==> src/rtl/serial_bit_feeder.sv <==
// Serialises a parallel word onto x, one bit per bit_en tick; optional parity via SERIAL_FEEDER_PARITY_EN.
// Latency: first bit on x the cycle after acceptance, done one cycle after the last bit.
// Backpressure: din_ready is low for the whole frame and returns high in the done cycle.
module serial_bit_feeder #(
    parameter int WIDTH     = 8,
    parameter bit MSB_FIRST = 1'b1
) (
    input  logic             clk,
    input  logic             rst,
    input  logic [WIDTH-1:0] din,
    input  logic             din_valid,
    output logic             din_ready,
    input  logic             bit_en,
    output logic             x,
    output logic             x_valid,
    output logic             busy,
    output logic             done
);

`ifdef SERIAL_FEEDER_PARITY_EN
    localparam int FRAME = WIDTH + 1;
`else
    localparam int FRAME = WIDTH;
`endif
    localparam int CW = $clog2(WIDTH + 1);
    localparam logic [CW-1:0] LAST_CNT  = CW'(FRAME - 1);
    localparam logic [CW-1:0] LAST_DATA = CW'(WIDTH - 1);

    typedef enum logic {IDLE, SHIFT} state_t;

    state_t           state;
    logic [WIDTH-1:0] sr;
    logic [CW-1:0]    cnt;
    logic [WIDTH-1:0] sr_next;
    logic             bit_next;
`ifdef SERIAL_FEEDER_PARITY_EN
    logic             par;
`endif

    assign din_ready = (state == IDLE);

    // The bit about to be sent always sits at the outgoing end of sr.
    always_comb begin
        sr_next  = '0;
        bit_next = 1'b0;
        if (MSB_FIRST) begin
            sr_next  = sr << 1;
            bit_next = sr[WIDTH-2];
        end else begin
            sr_next  = sr >> 1;
            bit_next = sr[1];
        end
    end

    always_ff @(posedge clk) begin
        if (rst) begin
            state   <= IDLE;
            sr      <= '0;
            cnt     <= '0;
            x       <= 1'b0;
            x_valid <= 1'b0;
            busy    <= 1'b0;
            done    <= 1'b0;
`ifdef SERIAL_FEEDER_PARITY_EN
            par     <= 1'b0;
`endif
        end else begin
            case (state)
                IDLE: begin
                    done <= 1'b0;
                    if (din_valid) begin
                        sr      <= din;
                        cnt     <= '0;
                        x       <= MSB_FIRST ? din[WIDTH-1] : din[0];
                        x_valid <= 1'b1;
                        busy    <= 1'b1;
                        state   <= SHIFT;
`ifdef SERIAL_FEEDER_PARITY_EN
                        par     <= ^din;
`endif
                    end
                end
                SHIFT: begin
                    if (bit_en) begin
                        if (cnt == LAST_CNT) begin
                            state   <= IDLE;
                            x       <= 1'b0;
                            x_valid <= 1'b0;
                            busy    <= 1'b0;
                            done    <= 1'b1;
                        end else begin
                            cnt <= cnt + CW'(1);
                            sr  <= sr_next;
`ifdef SERIAL_FEEDER_PARITY_EN
                            x   <= (cnt == LAST_DATA) ? par : bit_next;
`else
                            x   <= bit_next;
`endif
                        end
                    end
                end
                default: state <= IDLE;
            endcase
        end
    end

`ifndef SERIAL_FEEDER_PARITY_EN
    logic unused_last_data;
    assign unused_last_data = ^LAST_DATA;
`endif

endmodule

==> config.mk <==
export PLATFORM = sky130hd
export DESIGN_NAME = serial_bit_feeder
export DESIGN_NICKNAME = d
export VERILOG_FILES = /design/src/rtl/serial_bit_feeder.sv
export SDC_FILE = /design/constraint.sdc
export NUM_CORES = 1
export LEC_CHECK = 0
export ABC_AREA = 1
export CORE_MARGIN = 1
export CORE_UTILIZATION = 45
export CTS_BUF_LIST = sky130_fd_sc_hd__clkbuf_16
export DETAILED_ROUTE_END_ITERATION = 10
export GPL_TIMING_DRIVEN = 0
export PLACE_DENSITY = 0.72
export SYNTH_ARGS = -nofsm -noshare
export SYNTH_HDL_FRONTEND = slang
export SYNTH_SLANG_ARGS = --single-unit
==> constraint.sdc <==
create_clock -name clk -period 3 [get_ports clk]
set_input_delay 0.9 -clock clk [delete_from_list [all_inputs] [get_ports clk]]
set_output_delay 0.9 -clock clk [all_outputs]
set_load 0.005 [all_outputs]
==> run metrics <==
outcome=finished, final reports clean; largest family of logic cells by synthesized area=simple AND/OR/NAND/NOR gates; register area share after synthesis=37.4%; top cell type's share of synthesized area=37.4%; area leader, netlist=dfxtp_1; crit-path max FO=10; max-cap violations=0; clk buf depth=2; WL final=1690 um; Worst Path Arrival=1.47 ns; critical path, cell by cell=buf_6 -> inv_4 -> buf_2 -> clkdlybuf4s50_1; IO Pins=17; Leak=0.528 nW; layout cells sized above 1=14.2%; CP max stage delay=0.53 ns; first-pass GRT wire length=2930 um; grt total ovfl=0; period utilization=79.0%; reg-to-reg endpoint=sr[4]$_SDFFE_PP0P_; Initial Utilization=50.4%; DRT antenna net count=0; Initial DRT Pass Iterations=6; R2R Setup Slk=1.58 ns; Hold Fails Final Rpt=0; Synth Area in Simple Gates=40.8%; register area=300 sq um; fill cell count=149; Pwr per Cell Area=533 nW/um^2; share of flip-flops with an asynchronous set or reset=0%; Net Count, Synth=134; Synth Cell Area=803 sq um; GP Congestion=0.834; reg2reg start=cnt[1]$_SDFFE_PP0P_; Final Core Density=67.3%; DRC Markers=0; full die area=1960 sq um; top area cells in the synthesized netlist=dfxtp_1 (37%), nand2_1 (19%), nor2_1 (7.9%); clk sink count=15; Worst Hold Class=reg -> reg; Yosys cell types=20; Post-synth EDFFs=0; Avg Vias per Cell=4.55; mux contribution to synthesized area=0%; setup repair bufs after CTS=0; Seq cells post-synth=15; FF-to-FF path depth=7; Root Buffer=clkbuf_16; TritonCTS Buffers=3; most frequent cells in the layout=nand2_1 (41), nor2_1 (17), inv_1 (16), clkdlybuf4s50_1 (16), dfxtp_1 (15); Die Y=44.3 um; die extent in x=44.3 um; htree depth=1; Peak VDD IR=0.000342 V; Area growth syn-to-layout=33.6%; minimum clock period=2.37 ns; Mean Syn Cell Area=6.64 sq um; post-CTS resize count=0; hold depth=2; Req. time, crit path=2.10 ns; Final Max Tran Viols=0; Multi-input gate area=398 sq um; Max Fclk=422 MHz; Worst-Margin Slew=0.325 ns; row count=14; setup TNS=0 ns; adder-cell share of the synthesized area=1.56%; DR WL/cell=10.3 um; worst-skew pair later-pin latency=0.24 ns; critical path endpoint category=output pin; Rel. slew slack=78.2%; GR Util All Layers=20.1%; routed vias=751; initial antenna violation count=0; Hold Path End=done$_SDFFE_PP0P_; core area=1590 sq um; final setup violating endpoints=0; number of synthesis warnings=0; DP HPWL=1210 um; CTS Hold Bufs=0; CTS tree=yes; RSZ-0062 raised after global routing=false; Clock Pin Slew Worst Setup and Hold Paths=0.05 ns; First DRT Iteration DRCs=13; dominant synthesized flop cell=dfxtp_1; most common cell after layout, fill and taps aside=nand2_1; cell count after synthesis=121; largest net degree at the start of global routing=11; Final Skew=0.00468 ns; hold path startpoint=done$_SDFFE_PP0P_; vias in the first global route=688; XOR/XNOR Fraction of Synth Area=0%; Port Buffers=16; fin nets=155; startpoint types=flop; slowest stage cell on the critical path=clkdlybuf4s50_1; Diodes inserted=0; crit path kind=reg -> out; Compound-Gate Fraction of Synth Area=7.17%
==> logic make-up (layout without fill, tap and decap cells) <==
family,Yosys count,in the layout
fa+ha+maj,1,1
buf+inv,22,42
simple gates,73,73
compound gates,10,10
flops,15,15
==> cell usage after synthesis, types with 2 or more instances <==
cell type   n
nand4_1     2
o21ai_1     3
nand2_2     3
a21oi_2     2
nand3_1     4
a21oi_1     3
nor2_1     17
o21ai_0     2
nor2_2      2
nand2_4     3
dfxtp_1    15
inv_1      16
buf_6       2
nand2_1    41
==> flip-flops by register name (all words and copies together), names as in the netlist <==
register,count
x,1
busy,1
sr,7
done,1
cnt,4
state,1
==> power breakdown <==
group / switching (W) / leakage (nW) / internal [W]
Combinational: 0.0000500 / 0.364 / 0.0000456
Sequential: 0.00000579 / 0.123 / 0.000213
Clock: 0.0000806 / 0.0409 / 0.000178
==> per-stage QoR <==
step	hold slack (ns)	std cells	area (sq um)	power (W)	setup slack, ns
floorplan	0.433	121	803	0.000281	1.46
global placement	0.441	161	993	0.000315	0.818
detailed placement	0.448	161	993	0.000317	0.809
CTS	0.455	165	1070	0.000578	0.623
global route	0.481	165	1070	0.000604	0.548
finish	0.450	165	1070	0.000572	0.630
==> routing by layer <==
metal / wire (um) / GRT usage (%) / up-vias
met1: 850 / 27.2 / 324
met2: 751 / 32.1 / 17
met3: 81 / 3.67 / 2
met5: 0 / 0 / -
li1: - / - / 408
met4: 9 / 7.27 / 0
==> how the worst max path moves through the flow <==
stage | start | to | slack (ns) | depth (start not counted)
finish | state$_SDFF_PP0_ | din_ready | 0.63 | 4
global route | state$_SDFF_PP0_ | din_ready | 0.55 | 4
CTS | state$_SDFF_PP0_ | din_ready | 0.62 | 4
detailed placement | rst | state$_SDFF_PP0_ | 0.81 | 4
global placement | rst | state$_SDFF_PP0_ | 0.82 | 4
floorplan | state$_SDFF_PP0_ | din_ready | 1.46 | 3
==> critical path, delay by kind of cell, from the launching register on <==
kind	cells	cell delay, ns
buffers and inverters	4	0.92
flip-flops	1	0.30
==> cell type report <==
class	count	share of cell area [%]
multi-input combinational	84	37.1
sequential	15	28.0
timing repair buffer	16	14.9
clock buffer	3	6.99
inverter	18	6.53
buffer	4	3.26
tap	24	2.80
clock inverter	1	0.466
Power figures use the tool's default switching activity.
